### src/rtl/alu_pkg.sv
// Opcode encodings and the mode type shared by the ALU datapath and its arbiter.
package alu_pkg;

  typedef logic [5:0] alu_mode_t;

  localparam alu_mode_t ALU_ADD  = 6'h00;
  localparam alu_mode_t ALU_SUB  = 6'h20;
  localparam alu_mode_t ALU_XOR  = 6'h04;
  localparam alu_mode_t ALU_OR   = 6'h06;
  localparam alu_mode_t ALU_AND  = 6'h07;
  localparam alu_mode_t ALU_LLS  = 6'h01;
  localparam alu_mode_t ALU_LRS  = 6'h05;
  localparam alu_mode_t ALU_ARS  = 6'h25;
  localparam alu_mode_t ALU_SSLT = 6'h02;
  localparam alu_mode_t ALU_USLT = 6'h03;

endpackage

### src/rtl/alu.sv
// Combinational integer ALU; undefined opcodes produce zero.
module alu
  import alu_pkg::*;
#(
  parameter int WordSize = 32
) (
  input  logic [WordSize-1:0] a,
  input  logic [WordSize-1:0] b,
  input  alu_mode_t           mode,
  output logic [WordSize-1:0] result
);

  logic [4:0] shamt;

  always_comb begin
    shamt  = b[4:0];
    result = '0;
    case (mode)
      ALU_ADD:  result = a + b;
      ALU_SUB:  result = a - b;
      ALU_XOR:  result = a ^ b;
      ALU_OR:   result = a | b;
      ALU_AND:  result = a & b;
      ALU_LLS:  result = a << shamt;
      ALU_LRS:  result = a >> shamt;
      ALU_ARS:  result = WordSize'($signed(a) >>> shamt);
      ALU_SSLT: result = WordSize'($signed(a) < $signed(b));
      ALU_USLT: result = WordSize'(a < b);
      default:  result = '0;
    endcase
  end

endmodule

### src/rtl/rr_picker.sv
// Round-robin picker: first set bit of req at or after ptr, wrapping to 0.
module rr_picker #(
  parameter  int NumReq  = 4,
  localparam int IdWidth = $clog2(NumReq)
) (
  input  logic [NumReq-1:0]  req,
  input  logic [IdWidth-1:0] ptr,
  output logic [NumReq-1:0]  grant,
  output logic [IdWidth-1:0] grant_idx
);

  localparam logic [IdWidth:0] NumReqW = (IdWidth+1)'(NumReq);

  logic [IdWidth:0]   sum;
  logic [IdWidth-1:0] idx;
  logic               found;

  always_comb begin
    grant     = '0;
    grant_idx = '0;
    found     = 1'b0;
    sum       = '0;
    idx       = '0;
    for (int unsigned off = 0; off < NumReq; off++) begin
      // Extra bit keeps ptr+off from overflowing before the wrap subtraction.
      sum = {1'b0, ptr} + (IdWidth+1)'(off);
      if (sum >= NumReqW) sum = sum - NumReqW;
      idx = sum[IdWidth-1:0];
      if (!found && req[idx]) begin
        found      = 1'b1;
        grant[idx] = 1'b1;
        grant_idx  = idx;
      end
    end
  end

endmodule

### src/rtl/alu_arbiter.sv
// Shares one ALU among NumReq requesters with round-robin issue into a
// single-entry, drain-and-refill response buffer tagged with the requester id.
module alu_arbiter
  import alu_pkg::*;
#(
  parameter  int WordSize = 32,
  parameter  int NumReq   = 4,
  localparam int IdWidth  = $clog2(NumReq)
) (
  input  logic                   clk,
  input  logic                   rstn,
  input  logic [NumReq-1:0]      req_valid,
  output logic [NumReq-1:0]      req_ready,
  input  logic [NumReq*WordSize-1:0] req_a,
  input  logic [NumReq*WordSize-1:0] req_b,
  input  logic [NumReq*6-1:0]    req_mode,
  output logic                   resp_valid,
  input  logic                   resp_ready,
  output logic [WordSize-1:0]    resp_data,
  output logic [IdWidth-1:0]     resp_id
);

  logic [IdWidth-1:0]  rr_ptr;
  logic [NumReq-1:0]   grant;
  logic [IdWidth-1:0]  grant_idx;
  logic                can_issue;
  logic                transfer;
  logic [WordSize-1:0] op_a;
  logic [WordSize-1:0] op_b;
  alu_mode_t           op_mode;
  logic [WordSize-1:0] alu_result;

  rr_picker #(.NumReq(NumReq)) u_picker (
    .req       (req_valid),
    .ptr       (rr_ptr),
    .grant     (grant),
    .grant_idx (grant_idx)
  );

  // Gating with rstn keeps every requester blocked while reset is held.
  always_comb begin
    can_issue = !resp_valid || resp_ready;
    req_ready = (rstn && can_issue) ? grant : '0;
    transfer  = |req_ready;
  end

  always_comb begin
    op_a    = '0;
    op_b    = '0;
    op_mode = '0;
    for (int unsigned i = 0; i < NumReq; i++) begin
      if (grant_idx == IdWidth'(i)) begin
        op_a    = req_a[i*WordSize +: WordSize];
        op_b    = req_b[i*WordSize +: WordSize];
        op_mode = req_mode[i*6 +: 6];
      end
    end
  end

  alu #(.WordSize(WordSize)) u_alu (
    .a      (op_a),
    .b      (op_b),
    .mode   (op_mode),
    .result (alu_result)
  );

  always_ff @(posedge clk or negedge rstn) begin
    if (!rstn) begin
      resp_valid <= 1'b0;
      resp_data  <= '0;
      resp_id    <= '0;
      rr_ptr     <= '0;
    end else if (transfer) begin
      resp_valid <= 1'b1;
      resp_data  <= alu_result;
      resp_id    <= grant_idx;
      rr_ptr     <= (grant_idx == IdWidth'(NumReq-1)) ? '0 : grant_idx + IdWidth'(1);
    end else if (resp_ready) begin
      resp_valid <= 1'b0;
    end
  end

endmodule
### config.mk
export PLATFORM = sky130hd
export DESIGN_NAME = alu_arbiter
export DESIGN_NICKNAME = d
export VERILOG_FILES = /design/src/rtl/alu_pkg.sv /design/src/rtl/alu.sv /design/src/rtl/rr_picker.sv /design/src/rtl/alu_arbiter.sv
export SDC_FILE = /design/constraint.sdc
export NUM_CORES = 1
export LEC_CHECK = 0
export ABC_AREA = 1
export CORE_ASPECT_RATIO = 1.25
export CORE_MARGIN = 1.5
export CORE_UTILIZATION = 35
export CTS_BUF_LIST = sky130_fd_sc_hd__clkbuf_8
export CTS_CLUSTER_SIZE = 8
export DETAILED_ROUTE_END_ITERATION = 10
export PLACE_DENSITY = 0.58
export SYNTH_ARGS = -nofsm -noshare
export SYNTH_HDL_FRONTEND = slang
export SYNTH_SLANG_ARGS = --single-unit
### constraint.sdc
create_clock -name clk -period 7.09 [get_ports clk]
set_clock_uncertainty 0.15 [all_clocks]
set_input_delay 1.418 -clock clk [delete_from_list [all_inputs] [get_ports clk]]
set_output_delay 1.418 -clock clk [all_outputs]
set_load 0.01 [all_outputs]
---- Yosys cells after proc, flatten, opt, wreduce, memory -nomap -nowiden ----
Index checks and enable logic that the tools add are counted.
word-level totals
  input bits .............................. 287
  word-level logic and storage cells ...... 114
  register bits after elaboration ......... 37
  output and inout port bits .............. 39
operators by class
  multiplexer cells ....................... 48
  eq/ne operators ......................... 12
  order comparisons ....................... 14
  shift-type cells ........................ 3
  bitwise logic cells ..................... 6
  reduce and logical (&&, ||, !) cells .... 17
  $add $sub $neg .......................... 10
operators by type and width
  kind                                                                                 number
  32-bit one-hot mux with 10 select lines                                              1
  32-bit 2-to-1 mux                                                                    8
  32-bit less-than comparator                                                          2
  32-bit adder                                                                         1
  32-bit AND                                                                           1
  32-bit OR                                                                            1
  32-bit by 5-bit left shift with 32-bit output                                        1
  32-bit by 5-bit >> shifter with 32-bit output                                        1
  32-bit by 5-bit >>> shifter with 32-bit output                                       1
  32-bit subtractor                                                                    1
  32-bit bitwise XOR                                                                   1
  6-bit by 3-bit == test with 1-bit output, second input constant                      4
  6-bit 2-to-1 mux                                                                     4
  4-bit 2-to-1 mux                                                                     5
  2-bit 2-to-1 mux                                                                     9
  1-bit 2-to-1 mux                                                                     13
  6-bit by 2-bit == test with 1-bit output, second input constant                      2
  6-bit == test, second input constant                                                 2
  2-bit by 3-bit less-than comparator with 1-bit output, second input constant         4
  4-bit OR                                                                             3
  3-bit greater-or-equal comparator, second input constant                             3
  1-bit binary-select mux with 2-bit select                                            4
  1-bit demux with 2-bit select                                                        4
  2-bit by 1-bit greater-or-equal comparator with 1-bit output, second input constant  4
  15 further kinds                                                                     30

---- Depth between registers and ports, before layout ----
Gate-level depths: netlist of the first run.
  word-level depth ........................ 21
  gate-level depth with buffers ........... 41
  mapped depth without buffers ............ 37

---- Cells and area by module ----
From an unflattened synthesis of the first run, not the netlist that was laid out.
unflattened totals
  cell total of the unflattened synthesis .. 2909
  area, all modules ....................... 14752.9 sq um
modules (own cells, without submodules)
  module       area each (sq um)  sequential area each (sq um)  times used  cells each
  alu          10299.9            0.0                           1           2172
  alu_arbiter  3937.5             925.9                         1           655
  rr_picker    515.5              0.0                           1           82

---- Worst setup path after synthesis of the first run ----
No wires, ideal clock.
  kind .................................... input -> register
  start ................................... input port req_valid[2]
  end ..................................... register resp_data[26]
  arrival time ............................ 5912 ps
  slack ................................... 911 ps
  required time ........................... 6824 ps
  library setup time ...................... 116 ps
  stages .................................. 35
  buffers on the path ..................... 6
  cells stage by stage .................... inv_1 o21ai_0 nand2_1 nand2_2 nor2_1 inv_1 o21ai_0 a211oi_1 inv_1 ha_1 buf_6 inv_4 buf_6 buf_6 clkbuf_1 buf_1 nand2_1 a22oi_1 inv_1 ha_1 clkbuf_1 nand2_1 nor2_1 nor3b_1 a21oi_1 o21ai_0 nand2_1 nand2_1 nand2_1 nand3_1 nand2_1 inv_1 nand2_1 nand2_1 nand2_1
on the way
  longest elaborated chain between the ends .. 19
  elaborated cells on any way between the ends .. 65
  classes of those cells .................. add/sub (2); eq/ne (12); shift (3); mux (33); bitwise (6); reduce/logical (9)
ends and longest elaborated chain
  element                                                              line               RTL
  start: declaration                                                   alu_arbiter.sv:12  input logic [NumReq-1:0] req_valid,
  1-bit binary-select mux with 2-bit select                            rr_picker.sv:29    if (!found && req[idx]) begin
  1-bit 2-to-1 mux (implied by the code)                               rr_picker.sv:29
  1-bit 2-to-1 mux                                                     rr_picker.sv:29
  1-bit zero test                                                      rr_picker.sv:29
  1-bit logical AND                                                    rr_picker.sv:29
  1-bit 2-to-1 mux                                                     rr_picker.sv:29
  1-bit zero test                                                      rr_picker.sv:29
  1-bit logical AND                                                    rr_picker.sv:29
  1-bit 2-to-1 mux                                                     rr_picker.sv:29
  1-bit zero test                                                      rr_picker.sv:29
  1-bit logical AND                                                    rr_picker.sv:29
  2-bit 2-to-1 mux *                                                   rr_picker.sv:29
  named net grant_idx[1]                                               alu_arbiter.sv:25  logic [IdWidth-1:0] grant_idx;
  2-bit zero test                                                      alu_arbiter.sv:52  if (grant_idx == IdWidth'(i)) begin
  32-bit 2-to-1 mux or 6-bit 2-to-1 mux (tied branches) (4 in series)  alu_arbiter.sv:52
  32-bit subtractor, or another cell as far along                      alu.sv:20          ALU_SUB: result = a - b;
  32-bit one-hot mux with 10 select lines *                            alu.sv:18          case (mode)
  end signal: assignment                                               alu_arbiter.sv:75  resp_data <= alu_result;
  end: declaration                                                     alu_arbiter.sv:19  output logic [WordSize-1:0] resp_data,
The timed path passes the listed nets; every way through them passes the cells marked *. The select of a mux whose other input is x is not followed.
A chain may end at the register's enable or synchronous reset.

---- Worst setup path in the final report of the first run ----
  start ................................... input port req_valid[0]
  end ..................................... register resp_data[22]
Same word-level chain as after synthesis.

==> flow_summary.toml, run 1 <==
[outcome]
status = "completed"

[sta]
hold_viol = 0
fmax_mhz = 146
grt_setup_unrepaired = "no"
setup_viol = 0
holdWs_ps = 342
relSlewSlack_pct = 46.2
fin_ws_ps = 256
drv_slew = 0
tns_ps = 0
period_minus_slack_ps = 6830
period_share_pct = 96.4
tightest_slew_ps = 805

[routing]
route.vias.total = 21300
routed_via_density = 5.68
post_drt_wl_per_cell_um = 23.4
drc = 0
drt-initial-drc-count = 2465
antenna_left = 0
dr.pass1.iters = 6
wirelength_um = 87500

[final_layout]
mostFrequentLayoutCell = "nand2_1"
layout-drive-gt1-share_pct = 11.0
num-fill-cells = 4444
multi_input_area_um2 = 11600
area.growth.synth_to_final_pct = 36.0
nets = 3589
layout_common_cells = "933 x nand2_1, 372 x nand3_1, 324 x clkdlybuf4s50_1"
final_util_pct = 48.5
seqCellArea_um2 = 926

[global_route]
antenna_found_initial = 2
grt_max_degree = 72
overflow = 0
grt_pass1_wl_um = 127000
grt_pass1_vias = 20200
gr-usage-all-layers_pct = 40.5

[clocking]
post-cts-setup-buffer-count = 0
clockBufferDepth = 2
insertion_delay_ps = 330
holdBufCountCts = 0
clockRootBuffer = "clkbuf_8"
htreeDepth = 2
cts.clk_slew.worst_paths_ps = 100
numCtsBuffers = 5
cts_tree = "built"
cts.sinks = 37

[critical_path]
arrival_ps = 6900
path_common_cell = "nand2_1"
path_max_fanout = 66
slowest_stage = "a22oi_1"
critPathMaxStageDelay_ps = 470
crit_path_end_kind = "flop"
cp_num_buf_inv = 8
crit_required_ps = 7160
critPathLaunchType = "input pin"
critPathKind = "in2reg"
critPathTopFamily = "simple AND/OR/NAND/NOR gates"

[die]
start_util_pct = 35.6
dieHeight_um = 230
rows = 82
ios = 326
fp.dieW_um = 184
core_area_um2 = 40300
dieArea_um2 = 42300

[placement]
hpwl_um = 73900
pre_cts_ws_ps = -368
gp_congestion = 1.08
port-buffer-count = 325

[synthesis]
synthesis.nets = 3165
netlist_instances = 2768
synth_area_um2 = 14400
yosysWarnings = 0
avgSynthCellArea_um2 = 5.19
synth_cell_types = 57
ys_seq_area_share_pct = 6.44
synth_seq_cells = 37

[worst_hold_path]
hold_class = "reg2reg"

[run]
drv_cap = 0
-- worst reg2reg max path, delay by kind of cell, from the launching register on --
kind	cells	cell delay [ps]
simple gates	17	2110
buf+inv	8	1220
compound gates	4	1040
fa+ha+maj	3	1030
flops	1	600
-- worst paths after layout --
path / from / to / slack, ps / cells past startpoint
max in group asynchronous: rstn / resp_data[26] / 5240 / 2
worst min-delay path: resp_data[16] / resp_data[16] / 340 / 2
worst max-delay path: req_valid[0] / resp_data[22] / 260 / 33
min in group asynchronous: rstn / resp_data[15] / 1160 / 2
worst min register to register: resp_data[16] / resp_data[16] / 340 / 2
worst max register to register: rr_ptr[0] / resp_data[22] / 820 / 32
-- routing by layer --
layer,track usage (%),wire length [µm],up-vias
met1,51.0,34500,9809
li1,-,-,9877
met3,6.25,7990,278
met2,63.9,38300,1291
met4,25.8,6790,2
met5,0,13,-
-- cell usage after synthesis, drive strengths merged --
cell       n  area share [%]
dfrtp     37             6.4
o211ai    19             1.0
a22oi     59             3.1
a2bb2oi    1            0.18
a21oi    164             6.1
o21ai    148             5.3
and3b      1           0.061
a21o       5            0.26
clkinv     1           0.026
o21a       6            0.31
a31oi      4            0.17
nand3    380              14
or2       14            0.61
clkbuf    41             1.1
fa         2            0.28
nand4     34             1.5
xnor2      3            0.18
o31ai      1           0.052
nor3b      2            0.10
ha       108             9.4
o221ai     1           0.061
buf       98             4.5
a211oi     1           0.052
nor3      23            0.80
inv      294             7.7
nand3b     4            0.21
o2111ai    1           0.061
xor2       7            0.43
nor2     302             8.4
a21boi    21             1.3
nand2    958              25
and2       2            0.10
nor4       4            0.17
o21bai    11            0.57
o22ai     11            0.48
-- final cells by class --
cell class / count / area share [%]
timing repair buffer: 556 / 25.9
inverter: 295 / 5.72
multi-input combinational: 2297 / 59.5
antenna: 1 / 0.0128
clock buffer: 5 / 0.352
clock inverter: 3 / 0.237
tap: 546 / 3.49
sequential: 37 / 4.74
-- kinds of logic after synthesis --
kind of cell	after synthesis	synth area share, %
compound gates	453	18.9
simple gates	1724	51.0
fa+ha+maj	110	9.68
flops	37	6.44
buf+inv	434	13.4
xor+xnor	10	0.610
-- through the flow --
step | cells | cell area (µm²)
floorplan | 2768 | 14400
global placement | 3731 | 19400
detailed placement | 3731 | 19400
CTS | 3739 | 19500
global route | 3739 | 19500
finish | 3740 | 19500
-- flip-flops by register name, indices dropped and copies added, names as in the netlist --
register,count
resp_data,32
resp_id,2
resp_valid,1
rr_ptr,2
-- timing repair --
action                                 CTS  global route
pin swaps                                0             1
setup endpoints to repair                1            20
endpoints found under the hold margin    0             0
cloned                                   0             0
resized for setup                        1            17
Power of run 1 is left out: the tool's default activity adds up to more than one toggle a clock period on the data nets, which glitch-free logic cannot reach.
==> inputs of run 2 (changes only) <==
Settings changed: CTS_BUF_LIST sky130_fd_sc_hd__clkbuf_8 to sky130_fd_sc_hd__clkbuf_4 sky130_fd_sc_hd__clkbuf_8.
==> results of run 2 <==
The final DEF is identical to that of run 1; final timing and power are the same.
Power of run 2 is left out for the same reason.
==> inputs of run 3 (changes only) <==
Settings changed: CORE_MARGIN 1.5 to default.
==> flow_summary.toml, run 3 (synthesis results as in run 1) <==
[outcome]
status = "completed"

[routing]
wirelength_um = 91700
drt-met1-wl_um = 35300
routed_via_density = 5.72
dr.pass1.iters = 6
highest_layer = "met4"
drt-initial-drc-count = 2555
drc = 0
met2WireLength_um = 40100
post_drt_wl_per_cell_um = 24.7
antenna_left = 0
route.vias.total = 21200
route.met3.wl_um = 7960

[critical_path]
crit_required_ps = 7180
arrival_ps = 6970
cp_num_buf_inv = 14
critPathLaunchType = "input pin"
reg2reg_slack_ps = 750
reg2reg_to = "resp_data[29]"
path_common_cell = "nand2_1"
crit_path_end_kind = "flop"
critPathMaxStageDelay_ps = 410
critPathTopFamily = "buffers and inverters"
reg2reg_from = "rr_ptr[0]"
critPathKind = "in2reg"
path_max_fanout = 20
reg2reg_depth = 35
slowest_stage = "ha_1"

[die]
start_util_pct = 35.6
fp.dieW_um = 183
dieHeight_um = 229
core_area_um2 = 40300
rows = 82
dieArea_um2 = 41900
ios = 326

[sta]
hold_viol = 0
relSlewSlack_pct = 24.0
setup_viol = 0
fmax_mhz = 145
period_minus_slack_ps = 6880
period_share_pct = 97.1
tightest_slew_ps = 1140
tns_ps = 0
drv_slew = 0

[global_route]
antenna_found_initial = 6
grt_max_degree = 67
overflow = 0
grt_pass1_wl_um = 132000
gr-usage-all-layers_pct = 42.7
grt_pass1_vias = 20100

[final_layout]
mostFrequentLayoutCell = "nand2_1"
final-instance-count-excl-fill = 3713
layout-drive-gt1-share_pct = 10.4
largestRegisters = "resp_data (32), resp_id (2), rr_ptr (2)"
area.growth.synth_to_final_pct = 34.7
regMostFlops = "resp_data"
nets = 3556
layout_common_cells = "933 x nand2_1, 372 x nand3_1, 324 x clkdlybuf4s50_1"
largest_reg_flops = 32

[clocking]
cts_tree = "built"
numCtsBuffers = 5
clockRootBuffer = "clkbuf_8"
insertion_delay_ps = 320
htreeDepth = 2
cts.sinks = 37
clockBufferDepth = 2
cts.clk_slew.worst_paths_ps = 110

[run]
drv_cap = 0

[worst_hold_path]
hold_class = "reg2reg"
holdCritStartpoint = "resp_data[22]"
holdPathStages = 2
holdPathEnd = "resp_data[22]"

[placement]
place_inst = 3696
hpwl_um = 76100
port-buffer-count = 325
gp_congestion = 1.14
[run 3: worst max-delay path by stage]
stage	start	endpoint	slack, ps	depth (start not counted)
after CTS	req_valid[3]	resp_data[12]	160	34
after global placement	req_valid[2]	resp_data[12]	-170	28
after floorplan	req_valid[2]	resp_data[26]	910	35
after global routing	req_valid[0]	resp_data[18]	-30	34
after detailed placement	req_valid[3]	resp_data[12]	-190	34
final	req_valid[2]	resp_data[29]	210	38
[run 3: metal layers]
metal	GRT usage [%]	up-vias
met4	31.0	0
met1	52.3	9778
met2	67.5	1341
li1	-	9797
met3	6.82	317
met5	0	-
[run 3: area by class of cell]
cell class	count	area (µm²)
Antenna cell	7	17.5
Clock inverter	3	43.8
Multi-Input combinational cell	2297	11700
Sequential cell	37	926
Inverter	295	1120
Tap cell	546	683
Timing Repair Buffer	523	4830
Clock buffer	5	68.8
Fill cell	4412	21000
[run 3: timing repair]
item	4_1_cts	5_1_grt
hold buffers	0	0
endpoints found under the setup margin	0	25
buffers inserted	0	2
resized for setup	0	28
[run 3: worst min-delay path: cells and delay by family, from the launching register on]
kind	cells	cell delay, ps
DFF	1	360
and+or+nand+nor	2	120
[run 3: stage by stage]
stage | setup slack [ps] | hold WS, ps | area (µm²) | utilization [%]
6_report | 207 | 345 | 19300 | 48.0
5_1_grt | -34.7 | 370 | 19300 | 48.0
4_1_cts | 157 | 344 | 19200 | 47.6
3_5_place_dp | -187 | 318 | 19100 | 47.4
3_3_place_gp | -172 | 313 | 19100 | 47.4
2_1_floorplan | 911 | 365 | 14400 | -
Power of run 3 is left out for the same reason.
